==> src/rtl/seu_ff_scrubber_pkg.sv <==
// Shared types for the triplicated-file scrubber: FSM encoding and replica count.
package p_hardisc;

    localparam int REPLICAS = 3;
    localparam int CNT_W    = 16;

    typedef enum logic [1:0] {
        IDLE = 2'd0,
        WAIT = 2'd1,
        READ = 2'd2,
        FIX  = 2'd3
    } scrub_state_t;

endpackage

==> src/rtl/seu_ff_rst.sv <==
// Resettable flip-flop bank; scrubber state lives here so fault injection can reach it.
module seu_ff_rst #(
    parameter int            W       = 1,
    parameter int            N       = 1,
    parameter logic [W-1:0]  RST_VAL = '0
) (
    input  logic                s_c_i,
    input  logic                s_r_i,
    input  logic [N-1:0][W-1:0] s_d_i,
    output logic [N-1:0][W-1:0] s_q_o
);

    always_ff @(posedge s_c_i or negedge s_r_i) begin
        if (!s_r_i) begin
            s_q_o <= {N{RST_VAL}};
        end else begin
            s_q_o <= s_d_i;
        end
    end

endmodule

==> src/rtl/seu_word_voter.sv <==
// Bitwise 2-of-3 majority over one word, plus any-mismatch and no-pair-agrees flags.
module seu_word_voter
    import p_hardisc::*;
#(
    parameter int W = 32
) (
    input  logic [W-1:0] s_rd_i [REPLICAS],
    output logic [W-1:0] s_v_o,
    output logic         s_mis_o,
    output logic         s_unc_o
);

    logic eq_ab;
    logic eq_ac;
    logic eq_bc;

    assign eq_ab = (s_rd_i[0] == s_rd_i[1]);
    assign eq_ac = (s_rd_i[0] == s_rd_i[2]);
    assign eq_bc = (s_rd_i[1] == s_rd_i[2]);

    assign s_v_o   = (s_rd_i[0] & s_rd_i[1]) | (s_rd_i[0] & s_rd_i[2]) | (s_rd_i[1] & s_rd_i[2]);
    assign s_mis_o = !(eq_ab && eq_bc);
    assign s_unc_o = !(eq_ab || eq_ac || eq_bc);

endmodule

==> src/rtl/seu_ff_scrubber.sv <==
// Background scrubber for a triplicated register file: periodically votes one entry
// and rewrites it when replicas disagree, yielding to core writes on the shared port.
//
// state | meaning
// IDLE  | scrubbing disabled, pointer retained
// WAIT  | counting idle cycles before the next step
// READ  | voting entry at ptr
// FIX   | writing voted word back to all replicas
module seu_ff_scrubber
    import p_hardisc::*;
#(
    parameter int W      = 32,
    parameter int N      = 32,
    parameter int ADDW   = $clog2(N),
    parameter int PERIOD = 64
) (
    input  logic             s_c_i,
    input  logic             s_r_i,
    input  logic             s_en_i,
    input  logic             s_we_i,
    input  logic [ADDW-1:0]  s_wa_i,
    input  logic [W-1:0]     s_d_i,
    input  logic [W-1:0]     s_rd_i [REPLICAS],
    output logic [ADDW-1:0]  s_ra_o,
    output logic             s_we_o,
    output logic [ADDW-1:0]  s_wa_o,
    output logic [W-1:0]     s_wd_o,
    output logic             s_fix_o,
    output logic             s_unc_o,
    output logic             s_pass_o,
    output logic [CNT_W-1:0] s_fix_cnt_o,
    output logic             s_busy_o
);

    localparam logic [CNT_W-1:0] WAIT_LOAD = CNT_W'(PERIOD - 1);
    localparam logic [CNT_W-1:0] CNT_MAX   = '1;
    localparam logic [ADDW-1:0]  LAST      = ADDW'(N - 1);

    scrub_state_t     state_q;
    scrub_state_t     state_d;
    logic [1:0]       state_bits_q;
    logic [1:0]       state_bits_d;
    logic [ADDW-1:0]  ptr_q;
    logic [ADDW-1:0]  ptr_d;
    logic [W-1:0]     v_q;
    logic [W-1:0]     v_d;
    logic [CNT_W-1:0] wcnt_q;
    logic [CNT_W-1:0] wcnt_d;
    logic [CNT_W-1:0] fix_cnt_q;
    logic [CNT_W-1:0] fix_cnt_d;

    logic [W-1:0]     maj;
    logic             mis;
    logic             unc;
    logic             fix_wr;
    logic             advance;

    seu_word_voter #(.W(W)) u_voter (
        .s_rd_i  (s_rd_i),
        .s_v_o   (maj),
        .s_mis_o (mis),
        .s_unc_o (unc)
    );

    assign state_bits_d = state_d;
    assign state_q      = scrub_state_t'(state_bits_q);

    seu_ff_rst #(.W(2), .N(1)) u_state_ff (
        .s_c_i (s_c_i),
        .s_r_i (s_r_i),
        .s_d_i (state_bits_d),
        .s_q_o (state_bits_q)
    );

    seu_ff_rst #(.W(ADDW), .N(1)) u_ptr_ff (
        .s_c_i (s_c_i),
        .s_r_i (s_r_i),
        .s_d_i (ptr_d),
        .s_q_o (ptr_q)
    );

    seu_ff_rst #(.W(W), .N(1)) u_v_ff (
        .s_c_i (s_c_i),
        .s_r_i (s_r_i),
        .s_d_i (v_d),
        .s_q_o (v_q)
    );

    always_ff @(posedge s_c_i or negedge s_r_i) begin
        if (!s_r_i) begin
            wcnt_q    <= '0;
            fix_cnt_q <= '0;
        end else begin
            wcnt_q    <= wcnt_d;
            fix_cnt_q <= fix_cnt_d;
        end
    end

    always_comb begin
        state_d   = state_q;
        ptr_d     = ptr_q;
        v_d       = v_q;
        wcnt_d    = wcnt_q;
        fix_cnt_d = fix_cnt_q;
        fix_wr    = 1'b0;
        advance   = 1'b0;
        s_fix_o   = 1'b0;
        s_unc_o   = 1'b0;
        s_pass_o  = 1'b0;

        case (state_q)
            IDLE: begin
                if (s_en_i) begin
                    state_d = WAIT;
                    wcnt_d  = WAIT_LOAD;
                end
            end
            WAIT: begin
                if (!s_en_i) begin
                    state_d = IDLE;
                end else if (wcnt_q == '0) begin
                    state_d = READ;
                end else begin
                    wcnt_d = wcnt_q - CNT_W'(1);
                end
            end
            READ: begin
                // A core write in flight may be changing the entry; retry next cycle.
                if (!s_en_i) begin
                    state_d = IDLE;
                end else if (!s_we_i) begin
                    v_d = maj;
                    if (!mis) begin
                        advance = 1'b1;
                        state_d = WAIT;
                        wcnt_d  = WAIT_LOAD;
                    end else begin
                        state_d = FIX;
                        s_unc_o = unc;
                    end
                end
            end
            FIX: begin
                if (!s_we_i) begin
                    fix_wr  = 1'b1;
                    s_fix_o = 1'b1;
                    if (fix_cnt_q != CNT_MAX) begin
                        fix_cnt_d = fix_cnt_q + CNT_W'(1);
                    end
                    advance = 1'b1;
                    state_d = WAIT;
                    wcnt_d  = WAIT_LOAD;
                end else if (s_wa_i == ptr_q) begin
                    // Core overwrote the faulty entry, so the repair is moot.
                    advance = 1'b1;
                    state_d = WAIT;
                    wcnt_d  = WAIT_LOAD;
                end
            end
            default: begin
                state_d = IDLE;
            end
        endcase

        if (advance) begin
            if (ptr_q == LAST) begin
                ptr_d    = '0;
                s_pass_o = 1'b1;
            end else begin
                ptr_d = ptr_q + ADDW'(1);
            end
        end
    end

    always_comb begin
        s_we_o = 1'b0;
        s_wa_o = '0;
        s_wd_o = '0;
        if (s_we_i) begin
            s_we_o = 1'b1;
            s_wa_o = s_wa_i;
            s_wd_o = s_d_i;
        end else if (fix_wr) begin
            s_we_o = 1'b1;
            s_wa_o = ptr_q;
            s_wd_o = v_q;
        end
    end

    assign s_ra_o      = ptr_q;
    assign s_busy_o    = (state_q == READ) || (state_q == FIX);
    assign s_fix_cnt_o = fix_cnt_q;

endmodule

==> config.mk <==
export PLATFORM = sky130hd
export DESIGN_NAME = seu_ff_scrubber
export DESIGN_NICKNAME = d
export VERILOG_FILES = /design/src/rtl/seu_ff_scrubber_pkg.sv /design/src/rtl/seu_ff_rst.sv /design/src/rtl/seu_word_voter.sv /design/src/rtl/seu_ff_scrubber.sv
export SDC_FILE = /design/constraint.sdc
export NUM_CORES = 1
export LEC_CHECK = 0
export ABC_AREA = 1
export CORE_UTILIZATION = 30
export CTS_CLUSTER_DIAMETER = 120
export CTS_CLUSTER_SIZE = 28
export DETAILED_ROUTE_END_ITERATION = 12
export GPL_ROUTABILITY_DRIVEN = 0
export PLACE_DENSITY = 0.66
export SYNTH_ARGS = -nofsm -noshare
export SYNTH_HDL_FRONTEND = slang
export SYNTH_SLANG_ARGS = --single-unit
export TNS_END_PERCENT = 10
==> constraint.sdc <==
create_clock -name s_c_i -period 2.15 [get_ports s_c_i]
set_input_delay 0.3225 -clock s_c_i [delete_from_list [all_inputs] [get_ports s_c_i]]
set_output_delay 0.3225 -clock s_c_i [all_outputs]
set_load 0.02 [all_outputs]
==> metrics.csv, run 1 <==
stage;metric;value;unit
die;ios;200;
hold_path;min-delay-start;s_rd_i[40];
run;drv_cap;0;
worst_setup_path;reg2reg_to;u_v_ff.s_q_o[30];
logic_synthesis;syn_area;0.00584;mm^2
routing;drtPass1Iterations;4;
sta;fmax;452;MHz
worst_setup_path;worstSetupEndpointType;primary output;
clocking;cts_made_buffers;9;
logic_synthesis;ys.warnings.count;0;
layout;post-route-util;0.485;
layout;fillers;1900;
outcome;run_status;finished, violations left;
worst_setup_path;criticalPathCategory;input port to primary output;
clocking;cts_tree;built;
power_and_ir_drop;p_total;7260;uW
routing;wl_per_cell;14.1;um
sta;slew_viol_final;0;
sta;worst_slack;-0.0641;ns
outcome;violations;setup timing;
worst_setup_path;r2r_slack;0.22;ns
die;core;0.0189;mm^2
worst_setup_path;crit_path_end;s_unc_o;
power_and_ir_drop;p_leak;0.00465;uW
logic_synthesis;avgSynthCellArea;7.67;um^2
sta;worstMarginPinSlew;0.502;ns
die;die_x;142;um
routing;drc;0;
sta;hold_viol;0;
logic_synthesis;synth_seq_area_share;0.304;
logic_synthesis;ys_top_cells_by_area;dfrtp_1, ha_1, nand2_1;
clocking;cts.path.max_buffers;2;
global_routing;grt_max_degree;41;
worst_setup_path;crit_path_frequent_cell;buf_4;
worst_setup_path;critPathLaunchType;input port;
worst_setup_path;reg2reg_from;u_state_ff.s_q_o[0];
die;rows;50;
die;initial_core_util;0.309;
power_and_ir_drop;p_per_area;792;mW/mm^2
worst_setup_path;path_max_fanout;2;
global_routing;grt_pass1_vias;6022;
layout;fin_nets;1288;
sta;min_period;2.21;ns
layout;final_cell_mix;nand2_1, ha_1, dlygate4sd2_1, buf_4, inv_1;
layout;syn_to_final_growth;57.0;%
clocking;cts_root_buf;clkbuf_16;
worst_setup_path;critPathSlowestCell;nor4_4;
worst_setup_path;crit_arrival;1.89;ns
worst_setup_path;cp_cell_sequence;dlygate4sd2_1, buf_4, ha_4, nor4_4, buf_4, nand4_1, nor2_1, nor3_1, buf_4;
power_and_ir_drop;ir_worst_vdd;401;uV
sta;timing.hold.ws;0.473;ns
worst_setup_path;startpoint;s_rd_i[23];
clocking;path_clk_slew;0.06;ns
logic_synthesis;yosysTopAreaCellShare;0.304;
routing;vias;6137;
clocking;ctsHtreeMaxLevel;3;
sta;max_slew_margin;0.666;
clocking;clock_latency;0.35;ns
hold_path;min_path_type;input port to flip-flop;
logic_synthesis;ys_ff_latch;71;
die;die_y;142;um
worst_setup_path;slowest_delay;0.30;ns
routing;antenna_left;0;
place;dpl.hpwl;14.8;mm
routing;first_iter_violations;210;
logic_synthesis;synth_top_area_cell;dfrtp_1;
sta;skew;0.00720;ns
sta;rsz0062_at_grt;true;
layout;final_common_cell;nand2_1;
die;dieArea;0.0200;mm^2
global_routing;grt_pass1_wl;29.8;mm
logic_synthesis;netlist_instances;761;
sta;setup_viol;2;
global_routing;track_usage;0.192;
global_routing;antenna_found_initial;6;
logic_synthesis;syn_nets;1002;
logic_synthesis;synth_cell_types;36;
layout;layout-drive-gt1-share;0.199;
routing;routed_wl;18.6;mm
worst_setup_path;required;1.83;ns
place;io_buffers;199;
routing;vias_per_cell;4.66;
worst_setup_path;r2r_cells;9;
clocking;cts.sinks;71;
global_routing;overflow;0;
sta;setup_tns;-0.0946;ns
sta;finalCritPeriodShare;1.03;
## logic make-up after synthesis
logic type | count (synthesis) | share of synthesized area
XOR/XNOR | 19 | 0.0285
AO/OA/AOI/OAI | 131 | 0.130
flip-flops | 71 | 0.304
buffers and inverters | 106 | 0.0726
adder cells (fa/ha/maj) | 104 | 0.223
AND/OR/NAND/NOR | 330 | 0.242
## cells in the mapped netlist (all sizes together)
| cell | count |
|---|---|
| a21boi | 1 |
| a21oi | 6 |
| a31oi | 1 |
| buf | 10 |
| clkbuf | 10 |
| clkinv | 1 |
| dfrtp | 71 |
| ha | 104 |
| inv | 85 |
| nand2 | 173 |
| nand3 | 34 |
| nand3b | 2 |
| nand4 | 7 |
| nor2 | 84 |
| nor3 | 16 |
| nor3b | 1 |
| nor4 | 9 |
| o211ai | 1 |
| o21ai | 87 |
| o22ai | 3 |
| o31ai | 32 |
| or2 | 4 |
| xnor2 | 6 |
| xor2 | 13 |
## repair_timing
item / in CTS / in global routing
hold endpoints to repair: 34 / 0
setup endpoints to repair: 41 / 34
buffers inserted: 3 / 4
hold buffers: 1 / 0
resized for setup: 287 / 76
pin swaps: 76 / 12
cloned: 1 / 0
## final cells by class
type | instances | area (um^2) | share of cell area
flip-flops and latches | 71 | 1780 | 0.194
repair buffers | 295 | 2550 | 0.278
diodes | 6 | 15.0 | 0.00164
inverters | 86 | 323 | 0.0352
well taps | 260 | 325 | 0.0355
clock inverters | 6 | 60.1 | 0.00655
multi-input cells | 584 | 3880 | 0.423
clock buffers | 10 | 239 | 0.0261
## registers in the layout, summed over array words and instances, names as in the netlist
register and flops:
u_state_ff.s_q_o 2, u_v_ff.s_q_o 32, wcnt_q 16, s_fix_cnt_o 16, u_ptr_ff.s_q_o 5
## per-stage QoR
stage          instance area, um^2  instances  setup WS (ns)
5_1_grt                       9160       1316         -0.128
3_5_place_dp                  8750       1288         -0.845
6_report                      9170       1318        -0.0641
4_1_cts                       9040       1308        -0.0891
3_3_place_gp                  8750       1288         -0.837
2_1_floorplan                 5840        761        -0.0971
## routing by layer
layer | vias to the layer above | wire length (um) | GRT usage
met5 | - | 13 | 0
met3 | 17 | 1070 | 0.0466
met4 | 2 | 218 | 0.0566
met1 | 2813 | 8110 | 0.235
li1 | 3135 | - | -
met2 | 170 | 9200 | 0.335
## report_power, final
part	switching (uW)	total, uW	internal [uW]
logic	2020	3570	1550
clock network	611	1530	924
registers	305	2150	1850
## worst max-delay path, delay by kind of cell
kind | cells | cell delay (ns)
adders and majority gates | 1 | 0.24
buffers and inverters | 4 | 0.72
and+or+nand+nor | 4 | 0.61
## worst min-delay path by stage
stage | cells past startpoint | slack (ns) | to
final | 4 | 0.47 | u_v_ff.s_q_o[8]
after global routing | 4 | 0.50 | u_v_ff.s_q_o[8]
after CTS | 4 | 0.46 | u_v_ff.s_q_o[8]
after detailed placement | 1 | 0.33 | s_fix_cnt_o[5]
after global placement | 1 | 0.32 | s_fix_cnt_o[5]
after floorplan | 0 | 0.03 | s_fix_cnt_o[0]
Power figures use the tool's default switching activity.
==> inputs of run 2 (changes only) <==
- CORE_MARGIN: not set -> 2
- CORE_UTILIZATION: 30 -> 47
- CTS_CLUSTER_DIAMETER: 120 -> not set
- PLACE_DENSITY: 0.66 -> 0.91
==> metrics.csv, run 2 (synthesis gave the netlist of run 1 again) <==
stage;metric;value;unit;change
worst_setup_path;r2r_cells;7;;-2
power_and_ir_drop;p_sw;3080;uW;+5.1%
clocking;path_clk_slew;0.06;ns;about the same
routing;antenna_left;0;;unchanged
layout;largest_reg_flops;32;;unchanged
hold_path;min-delay-start;s_rd_i[24];;
routing;vias;6905;;+13%
die;dieArea;0.0133;mm^2;-33%
run;drv_cap;0;;unchanged
layout;fin_area;0.00951;mm^2;+3.7%
sta;fmax;444;MHz;-1.8%
die;die_x;115;um;-18%
global_routing;grt_pass1_wl;30.4;mm;+2.0%
sta;max_slew_margin;0.594;;-0.0719
die;core;0.0121;mm^2;-36%
sta;rsz0062_at_grt;true;;
worst_setup_path;r2r_slack;0.22;ns;about the same
sta;worst_slack;-0.104;ns;-0.0398 ns
outcome;violations;setup timing;;
global_routing;grt_max_degree;65;;+59%
worst_setup_path;critPathLaunchType;input port;;
power_and_ir_drop;pwr-share-comb;0.497;;+0.005
worst_setup_path;reg2reg_from;u_state_ff.s_q_o[0];;
routing;first_iter_violations;573;;+170%
power_and_ir_drop;p_leak;0.00521;uW;+12%
sta;setup_viol;5;;+3
sta;hold_viol;0;;unchanged
power_and_ir_drop;clock_power_share;0.211;;about the same
place;io_buffers;199;;unchanged
sta;slew_viol_final;0;;unchanged
power_and_ir_drop;pwr-share-seq;0.292;;-0.005
worst_setup_path;path_max_fanout;2;;unchanged
sta;timing.hold.ws;0.375;ns;-0.0983 ns
routing;drtPass1Iterations;5;;+1
routing;drc;0;;unchanged
power_and_ir_drop;sw_frac_of_total;0.412;;+0.00764
power_and_ir_drop;p_total;7490;uW;+3.2%
worst_setup_path;worstSetupEndpointType;primary output;;
sta;setup_tns;-0.382;ns;-0.287 ns
clocking;clock_latency;0.33;ns;-0.02 ns
layout;diodes;0;;-6
place;placed_cell_area;0.00861;mm^2;-1.6%
routing;vias_per_cell;5.71;;+23%
die;die_y;115;um;-18%
global_routing;grt_pass1_vias;6682;;+11%
layout;final_common_cell;nand2_1;;
global_routing;track_usage;0.289;;+0.0969
clocking;cts_tree;built;;
layout;syn_to_final_growth;62.8;%;
hold_path;hold_depth;4;;unchanged
power_and_ir_drop;p_int;4410;uW;+1.8%
clocking;cts_root_buf;clkbuf_16;;
power_and_ir_drop;ir_worst_vdd;431;uV;+7.4%
die;initial_core_util;0.484;;+0.175
worst_setup_path;crit_arrival;1.93;ns;+0.04 ns
worst_setup_path;reg2reg_to;u_v_ff.s_q_o[16];;
clocking;cts.path.max_buffers;2;;unchanged
global_routing;overflow;0;;unchanged
hold_path;whs_endpoint;u_v_ff.s_q_o[24];;
clocking;cts_made_buffers;9;;unchanged
routing;routed_wl;23.6;mm;+27%
global_routing;antenna_found_initial;0;;-6
layout;final_cell_mix;nand2_1, dlymetal6s2s_1, inv_1, buf_4, o21ai_0;;
worst_setup_path;required;1.83;ns;about the same
die;ios;200;;unchanged
worst_setup_path;criticalPathCategory;input port to primary output;;
layout;fin_nets;1279;;-0.70%
layout;layout-drive-gt1-share;0.224;;+0.0249
outcome;run_status;finished, violations left;;
routing;wl_per_cell;19.5;um;+38%
power_and_ir_drop;p_per_area;788;mW/mm^2;-0.50%
hold_path;min_path_type;input port to flip-flop;;
clocking;ctsHtreeMaxLevel;3;;unchanged
sta;worstMarginPinSlew;0.609;ns;+0.108 ns
place;dpl.hpwl;14.8;mm;-0.15%
clocking;cts.sinks;71;;unchanged
place;place_ws;-0.967;ns;-0.122 ns
sta;skew;0.00619;ns;-0.00101 ns
sta;min_period;2.25;ns;+0.0398 ns
die;rows;40;;-20%
layout;largest-register;u_v_ff.s_q_o;;
sta;finalCritPeriodShare;1.05;;+0.0185
[run 2: worst max-delay path by stage]
| stage | startpoint | end | slack, ns |
|---|---|---|---|
| after CTS | s_rd_i[47] | s_pass_o | -0.28 |
| after global routing | u_state_ff.s_q_o[0] | s_wd_o[18] | -0.20 |
| after floorplan | u_state_ff.s_q_o[0] | s_wd_o[24] | -0.1 |
| final | s_rd_i[46] | s_pass_o | -0.10 |
| after global placement | s_rd_i[33] | s_pass_o | -0.80 |
| after detailed placement | s_rd_i[55] | s_pass_o | -0.97 |
[run 2: repair_timing]
action                                  in CTS  in global routing
hold buffers                                 1                  0
hold endpoints to repair                    27                  0
buffers inserted                             1                  1
resized for setup                          163                203
endpoints found under the setup margin      40                 57
pin swaps                                   14                 77
[run 2: final cells by class]
class                           instances  area [um^2]
Inverter                               86          323
Tap cell                              168          210
Fill cell                             659         2560
Clock inverter                          6         86.3
Multi-Input combinational cell        584         4200
Timing Repair Buffer                  286         2680
Clock buffer                            9          225
Sequential cell                        71         1780
[run 2: power groups by stage]
stage	registers, uW	clock network (uW)	logic (uW)
6_report	2180	1580	3720
5_1_grt	2240	1660	4030
4_1_cts	2150	1590	3490
3_5_place_dp	2170	0	3490
3_3_place_gp	2150	0	3340
2_1_floorplan	2260	0	1800
[run 2: critical path, stage by stage]
cell and delay, ns:
dlymetal6s2s_1 0.18, ha_1 0.32, nor2_2 0.15, nand2_1 0.13
nor2_1 0.13, nand2_1 0.11, nor2_2 0.15, nand3_2 0.12
a21boi_2 0.17, buf_6 0.15
[run 2: through the flow]
| stage | utilization | instances |
|---|---|---|
| floorplan | - | 761 |
| global placement | 0.714 | 1192 |
| detailed placement | 0.714 | 1192 |
| CTS | 0.743 | 1209 |
| global route | 0.788 | 1210 |
| finish | 0.788 | 1210 |
[run 2: layer usage]
metal	GRT usage	part of all wire
met4	0.123	0.054
met1	0.318	0.36
met3	0.0502	0.084
met5	0	0
met2	0.545	0.50
